--- src/rtl/vga_sync_param_pkg.sv ---
// Default 640x480@60 timing constants and the total-period helper shared by
// the VGA sync generator and the picture generators below it.
package vga_timing_pkg;

    function automatic int calc_total(input int display, input int front,
                                      input int retrace, input int back);
        return display + front + retrace + back;
    endfunction

    localparam int DEF_H_DISPLAY = 640;
    localparam int DEF_H_FRONT   = 16;
    localparam int DEF_H_RETRACE = 96;
    localparam int DEF_H_BACK    = 48;
    localparam int DEF_V_DISPLAY = 480;
    localparam int DEF_V_FRONT   = 10;
    localparam int DEF_V_RETRACE = 2;
    localparam int DEF_V_BACK    = 33;
    localparam int DEF_TICK_DIV  = 2;
    localparam int DEF_XY_W      = 10;
    localparam int DEF_FRAME_W   = 8;

    localparam int DEF_H_TOTAL = calc_total(DEF_H_DISPLAY, DEF_H_FRONT, DEF_H_RETRACE, DEF_H_BACK);
    localparam int DEF_V_TOTAL = calc_total(DEF_V_DISPLAY, DEF_V_FRONT, DEF_V_RETRACE, DEF_V_BACK);

endpackage

--- src/rtl/vga_sync_param_if.sv ---
// Display-timing bundle between the sync generator (master) and the
// picture generators that consume coordinates and strobes (slave).
interface vga_sync_param_if #(
    parameter int XY_W    = 10,
    parameter int FRAME_W = 8
);
    logic               en;
    logic               p_tick;
    logic [XY_W-1:0]    pixel_x;
    logic [XY_W-1:0]    pixel_y;
    logic               hsync;
    logic               vsync;
    logic               video_on;
    logic               line_start;
    logic               frame_start;
    logic [FRAME_W-1:0] frame_count;

    modport master (
        input  en,
        output p_tick, pixel_x, pixel_y, hsync, vsync, video_on,
               line_start, frame_start, frame_count
    );

    modport slave (
        output en,
        input  p_tick, pixel_x, pixel_y, hsync, vsync, video_on,
               line_start, frame_start, frame_count
    );
endinterface

--- src/rtl/vga_sync_param_tick_div.sv ---
// Pixel-rate enable: divides clk by TICK_DIV while enabled; with TICK_DIV=1
// the tick simply follows the enable.
module pixel_tick_div #(
    parameter int TICK_DIV = 2
) (
    input  logic clk,
    input  logic reset,
    input  logic i_en,
    output logic o_p_tick
);
    localparam int CNT_W = (TICK_DIV > 1) ? $clog2(TICK_DIV) : 1;
    localparam logic [CNT_W-1:0] DIV_MAX = CNT_W'(TICK_DIV - 1);
    localparam logic [CNT_W-1:0] CNT_ONE = CNT_W'(1);

    logic [CNT_W-1:0] r_div_cnt;

    always_ff @(posedge clk or posedge reset) begin
        if (reset) begin
            r_div_cnt <= '0;
        end else if (i_en) begin
            r_div_cnt <= (r_div_cnt == DIV_MAX) ? '0 : r_div_cnt + CNT_ONE;
        end
    end

    assign o_p_tick = i_en && (r_div_cnt == DIV_MAX);

endmodule

--- src/rtl/vga_sync_param.sv ---
// Parametrised VGA sync / pixel-coordinate generator with pause, line and
// frame strobes and a free-running completed-frame counter.
module vga_sync_param
    import vga_timing_pkg::*;
#(
    parameter int H_DISPLAY = DEF_H_DISPLAY,
    parameter int H_FRONT   = DEF_H_FRONT,
    parameter int H_RETRACE = DEF_H_RETRACE,
    parameter int H_BACK    = DEF_H_BACK,
    parameter int V_DISPLAY = DEF_V_DISPLAY,
    parameter int V_FRONT   = DEF_V_FRONT,
    parameter int V_RETRACE = DEF_V_RETRACE,
    parameter int V_BACK    = DEF_V_BACK,
    parameter int TICK_DIV  = DEF_TICK_DIV,
    parameter bit HSYNC_POL = 1'b0,
    parameter bit VSYNC_POL = 1'b0,
    parameter int XY_W      = DEF_XY_W,
    parameter int FRAME_W   = DEF_FRAME_W
) (
    input  logic             clk,
    input  logic             reset,
    vga_sync_param_if.master bus
);
    localparam int H_TOTAL = calc_total(H_DISPLAY, H_FRONT, H_RETRACE, H_BACK);
    localparam int V_TOTAL = calc_total(V_DISPLAY, V_FRONT, V_RETRACE, V_BACK);

    localparam logic [XY_W-1:0]    H_LAST    = XY_W'(H_TOTAL - 1);
    localparam logic [XY_W-1:0]    V_LAST    = XY_W'(V_TOTAL - 1);
    localparam logic [XY_W-1:0]    H_VIS     = XY_W'(H_DISPLAY);
    localparam logic [XY_W-1:0]    V_VIS     = XY_W'(V_DISPLAY);
    localparam logic [XY_W-1:0]    HS_FIRST  = XY_W'(H_DISPLAY + H_FRONT);
    localparam logic [XY_W-1:0]    HS_LAST   = XY_W'(H_DISPLAY + H_FRONT + H_RETRACE - 1);
    localparam logic [XY_W-1:0]    VS_FIRST  = XY_W'(V_DISPLAY + V_FRONT);
    localparam logic [XY_W-1:0]    VS_LAST   = XY_W'(V_DISPLAY + V_FRONT + V_RETRACE - 1);
    localparam logic [XY_W-1:0]    XY_ONE    = XY_W'(1);
    localparam logic [FRAME_W-1:0] FRAME_ONE = FRAME_W'(1);

    logic               w_p_tick;
    logic               w_h_wrap;
    logic               w_v_wrap;
    logic [XY_W-1:0]    w_h_next;
    logic [XY_W-1:0]    w_v_next;
    logic [FRAME_W-1:0] w_frame_next;

    logic [XY_W-1:0]    r_h_cnt;
    logic [XY_W-1:0]    r_v_cnt;
    logic [FRAME_W-1:0] r_frame_count;
    logic               r_hsync;
    logic               r_vsync;
    logic               r_video_on;

    function automatic logic in_window(input logic [XY_W-1:0] v,
                                       input logic [XY_W-1:0] first,
                                       input logic [XY_W-1:0] last);
        return (v >= first) && (v <= last);
    endfunction

    pixel_tick_div #(
        .TICK_DIV (TICK_DIV)
    ) u_tick_div (
        .clk      (clk),
        .reset    (reset),
        .i_en     (bus.en),
        .o_p_tick (w_p_tick)
    );

    always_comb begin
        w_h_wrap     = (r_h_cnt == H_LAST);
        w_v_wrap     = (r_v_cnt == V_LAST);
        w_h_next     = w_h_wrap ? '0 : r_h_cnt + XY_ONE;
        w_v_next     = r_v_cnt;
        w_frame_next = r_frame_count;
        if (w_h_wrap) begin
            w_v_next = w_v_wrap ? '0 : r_v_cnt + XY_ONE;
            if (w_v_wrap) begin
                w_frame_next = r_frame_count + FRAME_ONE;
            end
        end
    end

    // Sync/blank flags decode the next counter values so they change on the
    // same edge as pixel_x/pixel_y instead of one pixel late.
    always_ff @(posedge clk or posedge reset) begin
        if (reset) begin
            r_h_cnt       <= '0;
            r_v_cnt       <= '0;
            r_frame_count <= '0;
            r_hsync       <= ~HSYNC_POL;
            r_vsync       <= ~VSYNC_POL;
            r_video_on    <= 1'b1;
        end else if (w_p_tick) begin
            r_h_cnt       <= w_h_next;
            r_v_cnt       <= w_v_next;
            r_frame_count <= w_frame_next;
            r_hsync       <= in_window(w_h_next, HS_FIRST, HS_LAST) ? HSYNC_POL : ~HSYNC_POL;
            r_vsync       <= in_window(w_v_next, VS_FIRST, VS_LAST) ? VSYNC_POL : ~VSYNC_POL;
            r_video_on    <= (w_h_next < H_VIS) && (w_v_next < V_VIS);
        end
    end

    assign bus.p_tick      = w_p_tick;
    assign bus.pixel_x     = r_h_cnt;
    assign bus.pixel_y     = r_v_cnt;
    assign bus.hsync       = r_hsync;
    assign bus.vsync       = r_vsync;
    assign bus.video_on    = r_video_on;
    assign bus.frame_count = r_frame_count;
    assign bus.line_start  = w_p_tick && (r_h_cnt == '0);
    assign bus.frame_start = w_p_tick && (r_h_cnt == '0) && (r_v_cnt == '0);

endmodule

--- src/flat_wrapper.sv ---
// flat-port wrapper written by rule: the top's interface ports become plain ports
module vga_sync_param_flat import vga_timing_pkg::*;
#(
    parameter int H_DISPLAY = DEF_H_DISPLAY,
    parameter int H_FRONT   = DEF_H_FRONT,
    parameter int H_RETRACE = DEF_H_RETRACE,
    parameter int H_BACK    = DEF_H_BACK,
    parameter int V_DISPLAY = DEF_V_DISPLAY,
    parameter int V_FRONT   = DEF_V_FRONT,
    parameter int V_RETRACE = DEF_V_RETRACE,
    parameter int V_BACK    = DEF_V_BACK,
    parameter int TICK_DIV  = DEF_TICK_DIV,
    parameter bit HSYNC_POL = 1'b0,
    parameter bit VSYNC_POL = 1'b0,
    parameter int XY_W      = DEF_XY_W,
    parameter int FRAME_W   = DEF_FRAME_W
)
  (clk, reset, bus_en, bus_p_tick, bus_pixel_x, bus_pixel_y, bus_hsync, bus_vsync, bus_video_on, bus_line_start, bus_frame_start, bus_frame_count);
  vga_sync_param_if #(.XY_W(XY_W), .FRAME_W(FRAME_W)) bus_i ();
  input  logic clk;
  input  logic reset;
  input wire logic [$bits(bus_i.en)-1:0] bus_en;
  output wire logic [$bits(bus_i.p_tick)-1:0] bus_p_tick;
  output wire logic [$bits(bus_i.pixel_x)-1:0] bus_pixel_x;
  output wire logic [$bits(bus_i.pixel_y)-1:0] bus_pixel_y;
  output wire logic [$bits(bus_i.hsync)-1:0] bus_hsync;
  output wire logic [$bits(bus_i.vsync)-1:0] bus_vsync;
  output wire logic [$bits(bus_i.video_on)-1:0] bus_video_on;
  output wire logic [$bits(bus_i.line_start)-1:0] bus_line_start;
  output wire logic [$bits(bus_i.frame_start)-1:0] bus_frame_start;
  output wire logic [$bits(bus_i.frame_count)-1:0] bus_frame_count;
  assign bus_i.en = bus_en;
  assign bus_p_tick = bus_i.p_tick;
  assign bus_pixel_x = bus_i.pixel_x;
  assign bus_pixel_y = bus_i.pixel_y;
  assign bus_hsync = bus_i.hsync;
  assign bus_vsync = bus_i.vsync;
  assign bus_video_on = bus_i.video_on;
  assign bus_line_start = bus_i.line_start;
  assign bus_frame_start = bus_i.frame_start;
  assign bus_frame_count = bus_i.frame_count;
  vga_sync_param #(.H_DISPLAY(H_DISPLAY), .H_FRONT(H_FRONT), .H_RETRACE(H_RETRACE), .H_BACK(H_BACK), .V_DISPLAY(V_DISPLAY), .V_FRONT(V_FRONT), .V_RETRACE(V_RETRACE), .V_BACK(V_BACK), .TICK_DIV(TICK_DIV), .HSYNC_POL(HSYNC_POL), .VSYNC_POL(VSYNC_POL), .XY_W(XY_W), .FRAME_W(FRAME_W)) u_core (.clk(clk), .reset(reset), .bus(bus_i));
endmodule
--- config.mk ---
export PLATFORM = sky130hd
export DESIGN_NAME = vga_sync_param_flat
export DESIGN_NICKNAME = d
export VERILOG_FILES = /design/src/rtl/vga_sync_param_pkg.sv /design/src/rtl/vga_sync_param_if.sv /design/src/rtl/vga_sync_param_tick_div.sv /design/src/rtl/vga_sync_param.sv /design/src/flat_wrapper.sv
export SDC_FILE = /design/constraint.sdc
export NUM_CORES = 1
export LEC_CHECK = 0
export BUFFER_PORTS_ARGS = -buffer_cell sky130_fd_sc_hd__buf_2
export CORE_MARGIN = 1
export CORE_UTILIZATION = 30
export CTS_CLUSTER_SIZE = 30
export DETAILED_ROUTE_END_ITERATION = 12
export GPL_TIMING_DRIVEN = 0
export PLACE_DENSITY = 0.49
export RECOVER_POWER = 50
export SYNTH_ARGS = -nofsm -noshare
export SYNTH_HDL_FRONTEND = slang
export SYNTH_SLANG_ARGS = --single-unit
--- constraint.sdc ---
create_clock -name clk -period 8.3 [get_ports clk]
set_clock_uncertainty 0.1 [all_clocks]
set_input_delay 1.245 -clock clk [delete_from_list [all_inputs] [get_ports clk]]
set_output_delay 1.245 -clock clk [all_outputs]
set_load 0.01 [all_outputs]
* After elaboration in Yosys (flattened, before gate mapping)
Cells that the tools add are included.
Word-level totals: flip-flop bits (word level) 32, bits of input ports 3, output and inout bits 34, word-level logic and storage cells 34
Cells by class: $add $sub $neg 4, magnitude comparators 6, equal/unequal tests 2, muxes and demuxes 6, reductions and logical operators 9
Operators by type and width (count):
- 10-bit 2-to-1 mux | 3
- 10-bit by 1-bit adder with 10-bit output, second input constant | 2
- 10-bit == test, second input constant | 2
- 10-bit zero test | 2
- 10-bit greater-or-equal comparator, second input constant | 1
- 10-bit by 9-bit greater-or-equal comparator with 1-bit output, second input constant | 1
- 10-bit <= comparator, second input constant | 1
- 10-bit by 9-bit <= comparator with 1-bit output, second input constant | 1
- 10-bit less-than comparator, second input constant | 1
- 10-bit by 9-bit less-than comparator with 1-bit output, second input constant | 1
- 8-bit by 1-bit adder with 8-bit output, second input constant | 1
- 1-bit logical AND | 6
- 1-bit 2-to-1 mux | 3
- 3-bit AND reduction | 1
- 1-bit adder, second input constant | 1

* Longest topological paths before layout
Gate-level depths: netlist (run 1).
depth after elaboration 6, mapped depth 9, mapped depth without buffers 8

* By module
From an unflattened synthesis (run 1), not the netlist that was laid out.
Unflattened totals: cells, all modules 227, area total of the unflattened synthesis 2045.7 sq um
Modules (own cells, without submodules):
- vga_sync_param | instances 1, cells each 223, area an instance 2000.7 sq um, seq. area each 779.5 sq um
- pixel_tick_div | instances 1, cells each 4, area an instance 45.0 sq um, seq. area each 25.0 sq um

* Worst setup path before layout (run 1)
No wires, ideal clock.
kind input port to output port, from in bus_en, to out bus_frame_start, arrival 2599 ps, data required time 6955 ps, slack 4356 ps, cell stages on the path 4, cell sequence nand2_2 or3_2 nor3_1 nor4bb_1
Between the ends: word-level cells in the longest chain between the ends 3
Ends and longest elaborated chain:
- start, declared | line flat_wrapper.sv:22 | input wire logic [$bits(bus_i.en)-1:0] bus_en;
- 1-bit logical AND | line vga_sync_param_tick_div.sv:25 | assign o_p_tick = i_en && (r_div_cnt == DIV_MAX);
- 1-bit logical AND
- via bus_line_start | line flat_wrapper.sv:29 | output wire logic [$bits(bus_i.line_start)-1:0] bus_line_start;
- 1-bit logical AND | line vga_sync_param.sv:109 | assign bus.frame_start = w_p_tick && (r_h_cnt == '0) && (r_v_cnt == '0);
- end, declared | line flat_wrapper.sv:30 | output wire logic [$bits(bus_i.frame_start)-1:0] bus_frame_start;
The timed path passes the listed nets, and every way through them passes these cells.

* Final worst setup path (run 1)
from in bus_en, to out bus_frame_start
Between the ends: word-level cells in the longest chain between the ends 3
Ends and longest elaborated chain (line):
- 1-bit logical AND | vga_sync_param_tick_div.sv:25
- 1-bit logical AND (2 in a row) | vga_sync_param.sv:109
No other way between the ends.

==> results of run 1 <==
sequential cells by signal (all words and copies together) (netlist names):
name / cells
u_core.bus.frame_count: 8
u_core.bus.hsync: 1
u_core.bus.pixel_x: 10
u_core.bus.pixel_y: 10
u_core.bus.video_on: 1
u_core.bus.vsync: 1
u_core.u_tick_div.r_div_cnt: 1
worst paths after layout:
| path | start | endpoint | slack (ns) | depth (start not counted) |
|---|---|---|---|---|
| setup / recovery | bus_en | bus_frame_start | 3.81 | 6 |
| hold / removal | u_core.u_tick_div.r_div_cnt | u_core.u_tick_div.r_div_cnt | 0.37 | 1 |
| setup reg to reg | u_core.bus.pixel_x[5] | u_core.bus.vsync | 5.45 | 7 |
| hold reg to reg | u_core.u_tick_div.r_div_cnt | u_core.u_tick_div.r_div_cnt | 0.37 | 1 |
| max in group asynchronous | reset | u_core.bus.pixel_y[7] | 6.15 | 2 |
| min in group asynchronous | reset | u_core.bus.frame_count[7] | 1.19 | 2 |
cell families (layout without fill, tap and decap cells):
family / after synthesis / in the layout / share of synthesized area (%)
DFF: 32 / 32 / 39.8
and+or+nand+nor: 95 / 95 / 25.0
muxes: 3 / 3 / 1.61
adders and majority gates: 5 / 5 / 3.10
xor gates and xnor gates: 20 / 20 / 8.67
AOI/OAI and AO/OA: 42 / 42 / 13.5
buffers and inverters: 26 / 70 / 8.30
metal layers:
layer | wire length, um | GRT usage [%]
met4 | 59 | 4.70
met2 | 2240 | 22.7
met5 | 0 | 0
met3 | 192 | 3.46
met1 | 2530 | 21.5
synthesized netlist by cell type, types with 2 or more instances:
library cell	count
mux2_2	2
a21oi_1	5
clkbuf_8	3
ha_1	5
inv_1	9
nor3_1	10
buf_6	4
a311oi_1	2
nand3_1	16
o21ai_0	16
nand2_1	23
or4_1	2
buf_4	2
xor2_1	6
and3_2	2
nor2_1	16
xnor2_1	14
nand4_1	5
dfrtp_1	29
nor4_1	2
o31ai_1	5
clkbuf_1	5
and3_1	4
clkbuf_2	2
a31oi_1	3
or3_4	2
dfstp_2	3
or3_2	2
through the flow:
step | setup slack, ns | std cells
6_report | 3.81 | 344
5_1_grt | 3.69 | 344
4_1_cts | 4.02 | 344
3_5_place_dp | 4.04 | 336
2_1_floorplan | 4.36 | 223
3_3_place_gp | 4.01 | 336
power by group through the flow:
stage,sequential (uW),combinational (uW),clock [uW]
2_1_floorplan,193,75.6,0
3_3_place_gp,189,112,0
3_5_place_dp,189,113,0
4_1_cts,187,114,133
5_1_grt,188,124,140
6_report,186,111,129
cell type report:
| cell class | count | area [um^2] |
|---|---|---|
| flip-flops and latches | 32 | 805 |
| plain buffers | 16 | 130 |
| repair buffers | 36 | 165 |
| well taps | 77 | 96.3 |
| fillers | 675 | 4050 |
| clock inverters | 2 | 10.0 |
| clock buffers | 6 | 82.6 |
| inverters | 10 | 37.5 |
| multi-input cells | 165 | 1040 |
worst register-to-register path, delay by kind of cell, from the launching register on:
| kind | cells | cell delay (ns) |
|---|---|---|
| compound gates | 1 | 0.35 |
| xor+xnor | 1 | 0.17 |
| buf+inv | 1 | 0.14 |
| flops | 1 | 0.39 |
| simple gates | 4 | 1.62 |
==> flow_metrics.tcl, run 1 <==
set metrics [dict create \
    design_area_mm2 0.00237 \
    syn_inst 223 \
    utilization_pct 36.9 \
    min_period_ns 4.49 \
    post-cts-setup-buffers 0 \
    switching_share_pct 33.7 \
    crit_path_top_delay_cell "or3_2" \
    cp-start-kind "primary input" \
    io_pins 37 \
    start_util_pct 31.4 \
    grt_pass1_wl_um 8360 \
    numCtsBuffers 5 \
    gp_congestion 0.781 \
    worstSetupEndpointType "output pin" \
    synth_top_cell_area_share_pct 35.9 \
    fin_setup_tns_ns 0 \
    path_buf_inv 2 \
    ir_drop_mv 0.0795 \
    die-area_mm2 0.00706 \
    drt-wirelength-per-cell_um 14.6 \
    cts_resized 0 \
    hold_viol_final 0 \
    clk_pin_slew_ns 0.07 \
    intPower_uw 282 \
    violations "design-rule violations" \
    critPathMaxStageDelay_ns 0.52 \
    avgSynthCellArea_um2 9.06 \
    arrival_ns 3.15 \
    antenna_found_initial 0 \
    seq_area_frac_synth_pct 39.8 \
    clock_path_buffers 2 \
    worstHoldPathType "reg -> reg" \
    clk_root_buffer_cell "clkbuf_8" \
    final.period_utilization_pct 54.2 \
    die_w_um 84.0 \
    postRouteWirelength_um 5020 \
    vias 1752 \
    drcViolationCount 5 \
    rows 29 \
    overflow 0 \
    total_power_uw 426 \
    rsz0062_at_grt "false" \
    p_seq_share_pct 43.8 \
    whs_ns 0.373 \
    relSlewSlack_pct 15.5 \
    max_freq_mhz 222 \
    power_switching_uw 144 \
    cts_tree "done" \
    synth_edf_count 0 \
    layout_commonest_cell "dfrtp_1" \
    synthArstFlopShare_pct 100 \
    p_leak_uw 0.00102 \
    finalNetCount 274 \
    grt_pass1_vias 1654 \
    combPwrFrac_pct 26.0 \
    drive_gt1_share_pct 22.5 \
    antenna_left 0 \
    vias_per_cell 5.09 \
    hold_buffers 0 \
    layout_common_cells "dfrtp_1 (29), nand2_1 (24), buf_2 (24)" \
    cp_cell_sequence "clkbuf_1 > nand2_1 > or3_2 > nor3_1 > nor4bb_1 > buf_2" \
    crit_path_max_fanout 9 \
    critPathTopFamily "simple AND/OR/NAND/NOR gates" \
    first_iter_violations 73 \
    grt_max_degree 33 \
    dr.pass1.iters 8 \
    slew_violations 0 \
    die_h_um 84.0 \
    ys.flop_type "dfrtp_1" \
    critPathRequiredTime_ns 6.95 \
    path_class "in -> out" \
    io_buffers 36 \
    diodes 0 \
    grt.total_usage_pct 15.1 \
    syn_to_final_growth_pct 17.4 \
    cts.htree.levels 2 \
    synth_cell_type_count 52 \
    synth_area_leaders "dfrtp_1 (36%), xnor2_1 (6.1%), nand2_1 (4.3%)" \
    setup_viol 0 \
    status "finished with violations" \
    maxCapViolations 0 \
    tightest_slew_ns 1.27 \
    worstSkewPairLatency_ns 0.29 \
    p_per_area_mw_per_mm2 180 \
    dpl.hpwl_um 3490 \
    ys_warn_count 0 \
    power_frac_clock_pct 30.2 \
    syn_area_mm2 0.00202 \
    dpl_cell_area_mm2 0.00230 \
    syn-num-nets 231 \
    ys_seq_elements 32 \
    cts.sinks 32 \
    core_mm2 0.00642 \
    synth_top_area_cell "dfrtp_1" \
]
Power figures use the tool's default switching activity.
==> run 2, diff against run 1 <==
Clock period 8.3 ns to 4.6 ns, I/O delays scaled along.
==> run 2 against run 1 <==
The flow still finishes with violations (design-rule violations). Total power up 81%. Cell area shrank 0.11%. Die area unchanged. Worst hold slack improved by 0.0071 ns. Sequential cell count stayed put. Sequential power grew 81%. Register-to-register slack lost 3.7 ns. Sequential share of layout area hardly changed. Critical endpoint unchanged. Largest power group unchanged.
==> flow_metrics.tcl, run 2 (synthesized netlist as in run 1, its figures left out) <==
set metrics [dict create \
    whs_ns 0.381 \
    fill_cells 675 \
    critPathTopFamily "simple AND/OR/NAND/NOR gates" \
    setup_slack_ns 1.17 \
    intPower_uw 509 \
    vias_per_cell 5.10 \
    drcViolationCount 5 \
    preCtsSetupSlack_ns 1.45 \
    grt.total_usage_pct 15.1 \
    setup_viol 0 \
    layout_common_cells "dfrtp_1 (29), nand2_1 (23), clkbuf_1 (21)" \
    gp_congestion 0.781 \
    path_buf_inv 2 \
    grt_pass1_wl_um 8360 \
    ir_drop_mv 0.143 \
    switching_share_pct 33.8 \
    cts_resized 0 \
    drt-wirelength-per-cell_um 14.6 \
    vias 1755 \
    met2_length_um 2240 \
    io_buffers 36 \
    crit_path_top_delay_cell "nor4bb_1" \
    grt_pass1_vias 1654 \
    drive_gt1_share_pct 21.3 \
    core_mm2 0.00642 \
    diodes 0 \
    first_iter_violations 67 \
    antenna_left 0 \
    critPathMaxStageDelay_ns 0.42 \
    power_switching_uw 260 \
    post-cts-setup-buffers 0 \
    path_class "reg -> out" \
    die-area_mm2 0.00706 \
    highest_layer "met4" \
    worstSkewPairLatency_ns 0.29 \
    dpl.hpwl_um 3490 \
    cts.sinks 32 \
    postRouteWirelength_um 5020 \
    finalNetCount 274 \
    clock_path_buffers 2 \
    total_power_uw 770 \
    grt_max_degree 33 \
    cts_tree "done" \
    p_leak_uw 0.00101 \
    numCtsBuffers 5 \
    maxCapViolations 0 \
    hold_viol_final 0 \
    tightest_slew_ns 1.27 \
    slew_violations 0 \
    m1WireLength_um 2520 \
    io_pins 37 \
    antenna_found_initial 0 \
    dr.pass1.iters 8 \
    p_per_area_mw_per_mm2 325 \
    max_freq_mhz 292 \
    violations "design-rule violations" \
    overflow 0 \
    worstSetupEndpointType "output pin" \
    clk_root_buffer_cell "clkbuf_8" \
    combPwrFrac_pct 26.0 \
    rsz0062_at_grt "false" \
    min_period_ns 3.43 \
    hold_buffers 0 \
    fin_setup_tns_ns 0 \
    cp-start-kind "flop" \
    rows 29 \
    r2r_setup_slack_ns 1.75 \
    design_area_mm2 0.00237 \
    arrival_ns 2.64 \
    final.period_utilization_pct 74.5 \
    p_seq_share_pct 43.8 \
    status "finished with violations" \
    die_w_um 84.0 \
    clk_pin_slew_ns 0.08 \
    die_h_um 84.0 \
    relSlewSlack_pct 15.4 \
    dpl_cell_area_mm2 0.00230 \
    cts.htree.levels 2 \
    cp_cell_sequence "buf_6 > or3_4 > or3_2 > nor3_1 > nor4bb_1 > buf_2" \
    syn_to_final_growth_pct 17.3 \
    start_util_pct 31.4 \
    crit_path_max_fanout 9 \
    power_frac_clock_pct 30.2 \
    worstHoldPathType "reg -> reg" \
    critPathRequiredTime_ns 3.81 \
    layout_commonest_cell "dfrtp_1" \
    wl_met3_um 200 \
]
[run 2: layer usage]
metal	GRT usage [%]	vias up
li1	-	878
met1	21.5	828
met2	22.7	41
met3	3.46	8
met5	0	-
met4	4.70	0
[run 2: through the flow]
stage | cells | util, %
after floorplan | 223 | -
after global placement | 336 | 35.7
after detailed placement | 336 | 35.7
after CTS | 344 | 37.2
after global routing | 344 | 36.9
final | 344 | 36.9
[run 2: final timing paths]
check | start | endpoint | depth (start not counted)
worst max-delay path | u_core.bus.pixel_x[5] | bus_frame_start | 6
worst min-delay path | u_core.bus.frame_count[7] | u_core.bus.frame_count[7] | 1
worst max register to register | u_core.bus.pixel_x[5] | u_core.bus.vsync | 7
worst min register to register | u_core.bus.frame_count[7] | u_core.bus.frame_count[7] | 1
max in group asynchronous | reset | u_core.bus.pixel_y[7] | 2
min in group asynchronous | reset | u_core.bus.frame_count[7] | 2
[run 2: power by group through the flow]
stage / registers [uW] / clock network, uW / logic (uW)
2_1_floorplan: 348 / 0 / 136
3_3_place_gp: 341 / 0 / 201
3_5_place_dp: 342 / 0 / 205
4_1_cts: 337 / 240 / 206
5_1_grt: 340 / 253 / 224
6_report: 337 / 232 / 200
[run 2: cell type report]
type / instances / area (um^2) / share of cell area, %
buffer: 16 / 130 / 5.49
multi-input combinational: 165 / 1050 / 44.2
tap: 77 / 96.3 / 4.07
sequential: 32 / 805 / 34.0
timing repair buffer: 36 / 160 / 6.76
inverter: 10 / 37.5 / 1.58
clock buffer: 6 / 82.6 / 3.49
clock inverter: 2 / 10.0 / 0.423
